$ cat config.mk
export PLATFORM = sky130hd
export DESIGN_NAME = vm1_reqc_flat
export DESIGN_NICKNAME = d
export VERILOG_FILES = /design/src/rtl/vm1_reqc_if.sv /design/src/rtl/vm1_reqc.sv /design/src/flat_wrapper.sv
export SDC_FILE = /design/constraint.sdc
export NUM_CORES = 1
export LEC_CHECK = 0
export BUFFER_PORTS_ARGS = -buffer_cell sky130_fd_sc_hd__buf_2
export CAP_MARGIN = 20
export CORE_ASPECT_RATIO = 1.25
export CORE_MARGIN = 2
export CORE_UTILIZATION = 35
export CTS_BUF_LIST = sky130_fd_sc_hd__clkbuf_16
export DETAILED_ROUTE_END_ITERATION = 6
export PLACE_DENSITY_LB_ADDON = 0.12
export SLEW_MARGIN = 20
export SYNTH_ARGS = -nofsm -noshare
export SYNTH_HDL_FRONTEND = slang
export SYNTH_SLANG_ARGS = --single-unit
$ cat constraint.sdc
create_clock -name clk -period 1.7 [get_ports clk]
set_clock_uncertainty 0.1 [all_clocks]
set_input_delay 0.425 -clock clk [delete_from_list [all_inputs] [get_ports clk]]
set_output_delay 0.425 -clock clk [all_outputs]
set_load 0.02 [all_outputs]
$ cat src/rtl/vm1_reqc_if.sv
// vm1_reqc_if: request-capture signal bundle between the priority logic and vm1_reqc
// master: drives request inputs, sp/sp_stb and trap pulses; receives rq_* flags and plir
// slave : the request-capture block (vm1_reqc)
interface vm1_reqc_if;
   logic        irq1_in, irq2_in, irq3_in, virq_n, aclo_in;
   logic        uerr_p, qbto_p, dble_p, iato_p;
   logic [10:0] sp;
   logic        sp_stb;
   logic        rq_irq1, rq_irq2, rq_irq3, rq_virq, rq_aclo, rq_acok;
   logic        rq_uerr, rq_qbto, rq_dble, rq_iato, plir;
   modport master (
      output irq1_in, irq2_in, irq3_in, virq_n, aclo_in, uerr_p, qbto_p, dble_p, iato_p, sp, sp_stb,
      input  rq_irq1, rq_irq2, rq_irq3, rq_virq, rq_aclo, rq_acok, rq_uerr, rq_qbto, rq_dble, rq_iato, plir
   );
   modport slave (
      input  irq1_in, irq2_in, irq3_in, virq_n, aclo_in, uerr_p, qbto_p, dble_p, iato_p, sp, sp_stb,
      output rq_irq1, rq_irq2, rq_irq3, rq_virq, rq_aclo, rq_acok, rq_uerr, rq_qbto, rq_dble, rq_iato, plir
   );
endinterface

$ cat src/rtl/vm1_reqc.sv
// vm1_reqc: interrupt/trap/power-fail request capture with ACOK power-up delay
// Ports: clk, rst (async, active-high); bus (vm1_reqc_if.slave) carrying request inputs,
//        sp/sp_stb rearm code, trap pulses, rq_* flags and plir.
// Parameter ACOK_DELAY (1..255): cycles from reset release / aclo fall to rq_acok.
// Macro VM1_REQC_SYNC_EN: adds 2-flop synchronizers on irq1/irq2/irq3/virq_n/aclo.
module vm1_reqc #(
   parameter int unsigned ACOK_DELAY = 16
) (
   input logic       clk,
   input logic       rst,
   vm1_reqc_if.slave bus
);
   typedef enum logic [1:0] {S_WAIT, S_ARMED, S_IDLE} state_t;
   localparam logic [7:0] LP_LOAD = 8'(ACOK_DELAY - 1);
   // sampled asynchronous inputs, packed {aclo, virq_n, irq3, irq2, irq1}
   logic [4:0] w_in;
`ifdef VM1_REQC_SYNC_EN
   logic [4:0] r_sy1, r_sy2;
   // synchronizers reset to the inactive level (virq_n is active-low)
   always_ff @(posedge clk or posedge rst)
      if (rst) begin
         r_sy1 <= 5'b01000;
         r_sy2 <= 5'b01000;
      end else begin
         r_sy1 <= {bus.aclo_in, bus.virq_n, bus.irq3_in, bus.irq2_in, bus.irq1_in};
         r_sy2 <= r_sy1;
      end
   assign w_in = r_sy2;
`else
   assign w_in = {bus.aclo_in, bus.virq_n, bus.irq3_in, bus.irq2_in, bus.irq1_in};
`endif
   logic       r_arm;
   logic [2:0] r_hist;
   logic [2:0] w_cur, w_rise;
   logic       w_aclo_fall;
   logic       w_rm_irq2, w_rm_irq3, w_rm_aclo, w_rm_uop;
   logic       w_unused;
   logic       r_irq1, r_irq2, r_irq3, r_virq, r_aclo, r_acok, r_plir;
   logic [3:0] r_trap;
   state_t     r_state;
   logic [7:0] r_cnt;
   // edge history {aclo, irq3, irq2}; r_arm suppresses edges on the first clock after
   // reset so the level present at release becomes the reference, not an edge
   assign w_cur       = {w_in[4], w_in[2], w_in[1]};
   assign w_rise      = r_arm ? (w_cur & ~r_hist) : 3'b000;
   assign w_aclo_fall = r_arm & r_hist[2] & ~w_in[4];
   assign w_rm_irq2 = bus.sp_stb &  bus.sp[10] &  bus.sp[8] & ~bus.sp[6];
   assign w_rm_irq3 = bus.sp_stb &  bus.sp[10] & ~bus.sp[8] & ~bus.sp[6];
   assign w_rm_aclo = bus.sp_stb & ~bus.sp[10] & ~bus.sp[8] &  bus.sp[6];
   assign w_rm_uop  = bus.sp_stb & ~bus.sp[10] & ~bus.sp[8] & ~bus.sp[6];
   assign w_unused  = ^{bus.sp[9], bus.sp[7], bus.sp[5], bus.sp[3:0]};
   // request flags: set terms are OR'ed last so a set beats a same-cycle rearm
   always_ff @(posedge clk or posedge rst)
      if (rst) begin
         r_arm  <= 1'b0;
         r_hist <= 3'b000;
         r_irq1 <= 1'b0;
         r_virq <= 1'b0;
         r_irq2 <= 1'b0;
         r_irq3 <= 1'b0;
         r_aclo <= 1'b0;
         r_trap <= 4'b0000;
         r_plir <= 1'b0;
      end else begin
         r_arm  <= 1'b1;
         r_hist <= w_cur;
         r_irq1 <= w_in[0];
         r_virq <= ~w_in[3];
         r_irq2 <= w_rise[0] | (r_irq2 & ~w_rm_irq2);
         r_irq3 <= w_rise[1] | (r_irq3 & ~w_rm_irq3);
         r_aclo <= w_rise[2] | (r_aclo & ~w_rm_aclo);
         r_trap <= {bus.uerr_p, bus.qbto_p, bus.dble_p, bus.iato_p} | (r_trap & {4{~w_rm_uop}});
         r_plir <= bus.sp[4];
      end
   // ACOK sequencer: aclo edges override everything, then normal state progression
   always_ff @(posedge clk or posedge rst)
      if (rst) begin
         r_state <= S_WAIT;
         r_cnt   <= LP_LOAD;
         r_acok  <= 1'b0;
      end else if (w_rise[2]) begin
         r_state <= S_IDLE;
         r_acok  <= 1'b0;
      end else if (w_aclo_fall) begin
         r_state <= S_WAIT;
         r_cnt   <= LP_LOAD;
         r_acok  <= 1'b0;
      end else begin
         case (r_state)
            S_WAIT:
               if (r_cnt == 8'd0) begin
                  r_state <= S_ARMED;
                  r_acok  <= 1'b1;
               end else
                  r_cnt <= r_cnt - 8'd1;
            S_ARMED:
               if (w_rm_aclo) begin
                  r_state <= S_IDLE;
                  r_acok  <= 1'b0;
               end
            default: ;
         endcase
      end
   assign bus.rq_irq1 = r_irq1;
   assign bus.rq_irq2 = r_irq2;
   assign bus.rq_irq3 = r_irq3;
   assign bus.rq_virq = r_virq;
   assign bus.rq_aclo = r_aclo;
   assign bus.rq_acok = r_acok;
   assign {bus.rq_uerr, bus.rq_qbto, bus.rq_dble, bus.rq_iato} = r_trap;
   assign bus.plir = r_plir;
endmodule

$ cat src/flat_wrapper.sv
// flat-port wrapper written by rule: the top's interface ports become plain ports
module vm1_reqc_flat 
#(
   parameter int unsigned ACOK_DELAY = 16
)
  (clk, rst, bus_irq1_in, bus_irq2_in, bus_irq3_in, bus_virq_n, bus_aclo_in, bus_uerr_p, bus_qbto_p, bus_dble_p, bus_iato_p, bus_sp, bus_sp_stb, bus_rq_irq1, bus_rq_irq2, bus_rq_irq3, bus_rq_virq, bus_rq_aclo, bus_rq_acok, bus_rq_uerr, bus_rq_qbto, bus_rq_dble, bus_rq_iato, bus_plir);
  vm1_reqc_if bus_i ();
  input logic clk;
  input logic rst;
  input wire logic [$bits(bus_i.irq1_in)-1:0] bus_irq1_in;
  input wire logic [$bits(bus_i.irq2_in)-1:0] bus_irq2_in;
  input wire logic [$bits(bus_i.irq3_in)-1:0] bus_irq3_in;
  input wire logic [$bits(bus_i.virq_n)-1:0] bus_virq_n;
  input wire logic [$bits(bus_i.aclo_in)-1:0] bus_aclo_in;
  input wire logic [$bits(bus_i.uerr_p)-1:0] bus_uerr_p;
  input wire logic [$bits(bus_i.qbto_p)-1:0] bus_qbto_p;
  input wire logic [$bits(bus_i.dble_p)-1:0] bus_dble_p;
  input wire logic [$bits(bus_i.iato_p)-1:0] bus_iato_p;
  input wire logic [$bits(bus_i.sp)-1:0] bus_sp;
  input wire logic [$bits(bus_i.sp_stb)-1:0] bus_sp_stb;
  output wire logic [$bits(bus_i.rq_irq1)-1:0] bus_rq_irq1;
  output wire logic [$bits(bus_i.rq_irq2)-1:0] bus_rq_irq2;
  output wire logic [$bits(bus_i.rq_irq3)-1:0] bus_rq_irq3;
  output wire logic [$bits(bus_i.rq_virq)-1:0] bus_rq_virq;
  output wire logic [$bits(bus_i.rq_aclo)-1:0] bus_rq_aclo;
  output wire logic [$bits(bus_i.rq_acok)-1:0] bus_rq_acok;
  output wire logic [$bits(bus_i.rq_uerr)-1:0] bus_rq_uerr;
  output wire logic [$bits(bus_i.rq_qbto)-1:0] bus_rq_qbto;
  output wire logic [$bits(bus_i.rq_dble)-1:0] bus_rq_dble;
  output wire logic [$bits(bus_i.rq_iato)-1:0] bus_rq_iato;
  output wire logic [$bits(bus_i.plir)-1:0] bus_plir;
  assign bus_i.irq1_in = bus_irq1_in;
  assign bus_i.irq2_in = bus_irq2_in;
  assign bus_i.irq3_in = bus_irq3_in;
  assign bus_i.virq_n = bus_virq_n;
  assign bus_i.aclo_in = bus_aclo_in;
  assign bus_i.uerr_p = bus_uerr_p;
  assign bus_i.qbto_p = bus_qbto_p;
  assign bus_i.dble_p = bus_dble_p;
  assign bus_i.iato_p = bus_iato_p;
  assign bus_i.sp = bus_sp;
  assign bus_i.sp_stb = bus_sp_stb;
  assign bus_rq_irq1 = bus_i.rq_irq1;
  assign bus_rq_irq2 = bus_i.rq_irq2;
  assign bus_rq_irq3 = bus_i.rq_irq3;
  assign bus_rq_virq = bus_i.rq_virq;
  assign bus_rq_aclo = bus_i.rq_aclo;
  assign bus_rq_acok = bus_i.rq_acok;
  assign bus_rq_uerr = bus_i.rq_uerr;
  assign bus_rq_qbto = bus_i.rq_qbto;
  assign bus_rq_dble = bus_i.rq_dble;
  assign bus_rq_iato = bus_i.rq_iato;
  assign bus_plir = bus_i.plir;
  vm1_reqc #(.ACOK_DELAY(ACOK_DELAY)) u_core (.clk(clk), .rst(rst), .bus(bus_i));
endmodule
==> results of run 1 <==
critical path, delay by kind of cell (launching register included):
family	cells	cell delay, ps
buffers and inverters	2	230
DFF	1	540
adders and majority gates	1	150
and+or+nand+nor	1	160
AOI/OAI and AO/OA	3	620
registers in the layout (all words and copies together), names as in the netlist:
| signal | count |
|---|---|
| u_core.bus.rq_irq1 | 1 |
| u_core.r_trap | 4 |
| u_core.bus.rq_irq2 | 1 |
| u_core.r_cnt | 8 |
| u_core.r_state | 2 |
| u_core.bus.plir | 1 |
| u_core.bus.rq_virq | 1 |
| u_core.bus.rq_irq3 | 1 |
| u_core.bus.rq_aclo | 1 |
| u_core.r_arm | 1 |
| u_core.r_hist | 3 |
cell usage after synthesis (2+ instances only):
library cell,count
dfrtp_1,20
inv_1,8
nand2_1,7
nor2_1,7
o21ai_0,7
a21o_1,6
a21oi_1,5
dfstp_2,4
nor3_1,4
o211a_1,3
a211oi_1,2
a21boi_0,2
a221o_1,2
clkbuf_1,2
ha_1,2
nand3_1,2
nand3b_1,2
o211ai_1,2
o22ai_1,2
stage by stage:
stage | instances | setup TNS (ps) | hold slack [ps] | total power, mW | cell area (µm²)
final | 197 | -632.9 | 63.21 | 1.793 | 1730
after global placement | 192 | -663.3 | 345.1 | 1.196 | 1553
after global routing | 197 | -1208 | 100.9 | 1.883 | 1730
after CTS | 196 | -514.7 | 82.77 | 1.776 | 1688
after detailed placement | 192 | -737.4 | 360.1 | 1.213 | 1553
after floorplan | 111 | -322.3 | 336.6 | 0.9730 | 1219
cells in the final DEF (no fill, tap or decap), types with 3 or more instances in the layout:
master	instances
buf_6	3
a21oi_1	5
dfrtp_1	19
o21ai_0	7
buf_2	26
a21o_1	6
nand2_1	7
o211a_1	3
inv_1	7
nor2_1	6
nor3_1	3
buf_4	18
dfstp_2	4
clkbuf_16	3
routing by layer:
metal	vias to the layer above	track usage [%]	share of wire [%]
met5	-	0	0
met4	0	9.259	1.7
met3	4	3.172	2.8
met2	22	28.76	54
met1	527	17.67	42
li1	509	-	-
timing repair:
| action | CTS | global route |
|---|---|---|
| buffers inserted | 1 | 1 |
| setup endpoints to repair | 8 | 9 |
| hold buffers | 0 | 0 |
| gates cloned | 0 | 0 |
| pin swaps | 8 | 10 |
| gates resized for setup | 9 | 7 |
worst min path at each step:
| stage | cells past startpoint | endpoint | startpoint |
|---|---|---|---|
| after floorplan | 1 | u_core.bus.plir | rst |
| after global placement | 2 | u_core.bus.plir | rst |
| after detailed placement | 2 | u_core.bus.rq_irq1 | rst |
| after CTS | 2 | u_core.r_cnt[4] | rst |
| after global routing | 2 | u_core.r_cnt[4] | rst |
| final | 2 | u_core.r_cnt[4] | rst |
cells by family after synthesis:
| kind of cell | count (synthesis) | synth area share (%) |
|---|---|---|
| compound gates | 39 | 24.95 |
| xor+xnor | 1 | 0.7308 |
| fa+ha+maj | 2 | 2.087 |
| buf+inv | 11 | 3.549 |
| flops | 24 | 50.52 |
| other cells | 1 | 0.3129 |
| simple gates | 33 | 17.85 |
final cells by class:
class | count | area, µm² | area share, %
clock inverters | 1 | 3.754 | 0.2169
repair buffers | 48 | 319.1 | 18.44
flip-flops and latches | 24 | 606.8 | 35.07
well taps | 37 | 46.29 | 2.675
inverters | 8 | 30.03 | 1.735
clock buffers | 3 | 75.07 | 4.338
multi-input cells | 76 | 649.4 | 37.53
power by group:
part	total, mW	internal [mW]	switching (mW)
clock network	0.514	0.314	0.200
logic	0.565	0.286	0.279
registers	0.714	0.656	0.0575
total	1.79	1.26	0.536
==> flow_metrics.py, run 1 <==
metrics = {
    "critical_path": {
        "cp_max_fo": 3,
        "path_cells": "inv_2 > ha_4 > nor3b_4 > a211oi_2 > buf_4 > a21oi_1 > a221o_1",
        "r2r_cells": 7,
        "crit_required_ps": 1780,
        "worstPathArrival_ps": 1930,
        "slowest_stage": "dfstp_2",
        "timing.rr.end": "u_core.r_cnt[1]",
        "max_stage_delay_ps": 540,
        "critical_path_class": "flip-flop to flip-flop",
        "r2r_start": "u_core.r_cnt[1]",
        "rrSetupSlack_ps": -150,
        "crit_path_start_kind": "flip-flop",
        "worstSetupEndpoint": "u_core.r_cnt[1]",
        "startpoint": "u_core.r_cnt[1]",
        "cp-end-kind": "flip-flop",
    },
    "clock_tree": {
        "cts_tree": "yes",
        "clk_latency_ps": 260,
        "cts_sinks": 24,
        "cts_buffers": 3,
        "h-tree-depth": 1,
        "clk_pin_slew_ps": 60,
        "cts_buffer_depth": 2,
        "root_buffer": "clkbuf_16",
    },
    "timing": {
        "rsz0062_at_grt": "yes",
        "drv_slew": 0,
        "setup_violations": 8,
        "period_share_pct": 109.0,
        "timing.final.ws_setup_ps": -153.6,
        "period_minus_slack_ps": 1854,
        "hold_viol_final": 0,
        "fmax_mhz": 539.5,
    },
    "global_routing": {
        "grt_max_degree": 16,
        "grt_pass1_wl_um": 4954,
        "gr-total-overflow": 0,
        "grt_pass1_vias": 1131,
        "grt_usage_pct": 16.24,
        "grt_antenna_before_repair": 0,
    },
    "logic_synthesis": {
        "synth_top_area_share_pct": 41.75,
        "synthCells": 111,
        "ys_types": 41,
        "ys_seq_area_share_pct": 50.52,
        "yosysTopAreaCell": "dfrtp_1",
        "synth_edf_count": 0,
        "synthTopCellsByArea": "dfrtp_1, dfstp_2, a21o_1",
        "yosys_register_bits": 24,
        "synth.cell_area_um2": 1199,
        "synth_nets": 136,
        "synth_ff_type": "dfrtp_1",
        "yosys_warnings": 0,
        "async_flop_share_pct": 100.0,
        "avgSynthCellArea_um2": 10.80,
    },
    "power_and_ir_drop": {
        "power.leakage_nw": 0.7795,
        "powerDensity_nw_per_um2": 1036,
        "max-vdd-ir-drop_mv": 0.9457,
    },
    "drt": {
        "drt-wirelength-per-cell_um": 15.41,
        "vias": 1062,
        "drc": 0,
        "drtIter0Drc": 31,
        "first_pass_iters": 4,
        "drtAntennaViolNets": 0,
        "via_per_inst": 5.391,
        "wirelength_um": 3035,
    },
    "hold_path": {
        "hold_path_class": "input pin to asynchronous set/reset pin",
    },
    "place": {
        "routabilityCongestion": 0.7685,
        "dp_worst_setup_slack_ps": -134.7,
        "dpl.hpwl_um": 2181,
        "portBuffers": 26,
    },
    "layout": {
        "nNetsFinal": 186,
        "diodes": 0,
        "area.growth.synth_to_final_pct": 44.36,
        "final_util_pct": 53.21,
        "drive_gt1_share_pct": 48.13,
        "fillers": 295,
    },
    "floorplan": {
        "num_io_pins": 34,
        "dieArea_um2": 3912,
        "start_util_pct": 36.86,
        "coreArea_um2": 3252,
        "die_w_um": 56.34,
        "rows": 23,
        "die_h_um": 69.43,
    },
    "run_status": {
        "violations": "setup timing",
        "outcome": "finished with violations",
    },
    "job": {
        "maxCapViolations": 0,
    },
}
Power figures use the tool's default switching activity.
==> run 2, diff against run 1 <==
Settings changed: CORE_MARGIN 2 to unset.
==> run 2 against run 1 <==
  * The flow still finishes with violations (setup timing)
  * Sequential power barely moved
  * Non-clock buffer count fell by 1
  * Final area fell by 0.51%
  * Core utilization rose by 0.20 points
  * Via count fell by 1.2%
  * Cell count fell by 0.51%
  * Setup slack improved by 59 ps
  * Sequential share of layout area rose by 0.18 points
  * Fmax rose by 3.3%
  * First-iteration DRC count fell by 61%
  * Routed wire length fell by 6.0%
  * Largest cell class unchanged
==> flow_metrics.py, run 2 (synthesized netlist as in run 1, its figures left out) <==
metrics = {
    "timing": {
        "setup_violations": 6,
        "period_minus_slack_ps": 1795,
        "period_share_pct": 105.6,
        "hold_viol_final": 0,
        "rsz0062_at_grt": "yes",
        "holdWs_ps": 48.77,
        "timing.final.ws_setup_ps": -94.76,
        "drv_slew": 0,
        "fmax_mhz": 557.2,
    },
    "drt": {
        "drtAntennaViolNets": 0,
        "drtIter0Drc": 12,
        "first_pass_iters": 4,
        "drt-wirelength-per-cell_um": 14.56,
        "drc": 0,
        "via_per_inst": 5.352,
        "wirelength_um": 2853,
        "vias": 1049,
    },
    "clock_tree": {
        "cts_hold_buffers": 0,
        "cts_buffer_depth": 2,
        "h-tree-depth": 1,
        "cts_buffers": 3,
        "clk_latency_ps": 250,
        "cts_sinks": 24,
        "root_buffer": "clkbuf_16",
        "cts_tree": "yes",
        "clk_pin_slew_ps": 60,
    },
    "power_and_ir_drop": {
        "powerDensity_nw_per_um2": 1019,
        "max-vdd-ir-drop_mv": 0.6405,
        "power.leakage_nw": 0.7711,
    },
    "global_routing": {
        "gr-usage-met2_pct": 29.12,
        "grt_antenna_before_repair": 0,
        "gr-total-overflow": 0,
        "grt_pass1_vias": 1005,
        "use_met3_pct": 2.027,
        "grt_max_degree": 17,
        "busiest_layer": "met2",
        "grt_pass1_wl_um": 4374,
        "grt_usage_pct": 16.61,
        "grtUsageMet1_pct": 20.83,
    },
    "run_status": {
        "violations": "setup timing",
        "outcome": "finished with violations",
    },
    "floorplan": {
        "die_w_um": 54.34,
        "num_io_pins": 34,
        "coreArea_um2": 3223,
        "rows": 23,
        "start_util_pct": 37.19,
        "dieArea_um2": 3664,
        "die_h_um": 67.43,
    },
    "layout": {
        "largest_reg_flops": 8,
        "diodes": 0,
        "final_cells": 196,
        "fillers": 299,
        "nNetsFinal": 185,
        "final_common_cell": "buf_2",
        "top_regs": "u_core.r_cnt x8, u_core.r_trap x4, u_core.r_hist x3",
        "most-common-layout-cells": "buf_2, dfrtp_1, buf_4",
        "drive_gt1_share_pct": 47.80,
        "area.growth.synth_to_final_pct": 43.63,
        "regMostFlops": "u_core.r_cnt",
    },
    "critical_path": {
        "critical_path_class": "flip-flop to flip-flop",
        "worstPathArrival_ps": 1840,
        "crit_required_ps": 1740,
        "crit_path_start_kind": "flip-flop",
        "cp_max_fo": 5,
        "cp-end-kind": "flip-flop",
    },
    "place": {
        "dpl.hpwl_um": 2027,
        "dpl.cell_count": 190,
        "routabilityCongestion": 0.8139,
        "portBuffers": 26,
    },
    "job": {
        "maxCapViolations": 0,
    },
    "hold_path": {
        "hold_path_class": "input pin to asynchronous set/reset pin",
    },
}
==> run 2: cell types whose count changed in the layout (fill, tap and decap cells not counted), sizes merged <==
cell	change
buf	-1
==> run 2: metrics by stage <==
step | utilization [%] | worst slack, ps | total power, mW | setup TNS [ps] | cell area (µm²)
finish | 53.42 | -94.76 | 1.755 | -439.7 | 1722
global placement | 47.71 | -144.9 | 1.175 | -817.0 | 1538
detailed placement | 47.71 | -158.1 | 1.180 | -934.6 | 1538
CTS | 51.63 | -99.37 | 1.712 | -522.0 | 1664
floorplan | - | -113.1 | 0.9730 | -322.3 | 1219
global route | 53.42 | -156.6 | 1.835 | -912.1 | 1722
==> run 2: repair_timing <==
action / CTS / global route
buffers inserted: 1 / 1
pin swaps: 5 / 5
gates resized for setup: 6 / 9
endpoints found under the setup margin: 8 / 9
==> run 2: metal layers <==
| layer | routed length (µm) | vias up | part of all wire [%] |
|---|---|---|---|
| met4 | 51 | 0 | 1.8 |
| met5 | 0 | - | 0 |
| met2 | 1502 | 23 | 53 |
| met1 | 1231 | 513 | 43 |
| li1 | - | 507 | - |
| met3 | 68 | 6 | 2.4 |
==> run 2: cell type report <==
cell class	count	area [µm²]	share of cell area, %
multi-input combinational	76	651.9	37.86
clock buffer	3	75.07	4.360
inverter	8	30.03	1.744
clock inverter	1	3.754	0.2180
sequential	24	606.8	35.25
tap	37	46.29	2.689
timing repair buffer	47	307.8	17.88
==> run 2: worst paths after layout <==
kind	from	end	slack, ps	cells after the start
worst max-delay path	u_core.r_cnt[3]	u_core.r_cnt[4]	-90	6
worst min-delay path	rst	u_core.bus.plir	50	2
worst max register to register	u_core.r_cnt[3]	u_core.r_cnt[4]	-90	6
worst min register to register	u_core.r_trap[3]	u_core.r_trap[3]	370	1
max in group asynchronous	rst	u_core.r_state[0]	1020	3
min in group clk	bus_irq1_in	u_core.bus.rq_irq1	180	1
==> run 2: critical path: stages (launching register included) <==
cell	delay [ps]
dfstp_2	600
nor4_4	60
buf_4	160
buf_4	160
a2111oi_4	360
o211a_1	190
nor3_1	40
==> run 2: power breakdown <==
part           total [mW]  switching [mW]  internal (mW)
clock network       0.503           0.189          0.314
logic               0.538           0.267          0.271
registers           0.714          0.0580          0.656
total                1.75           0.514           1.24
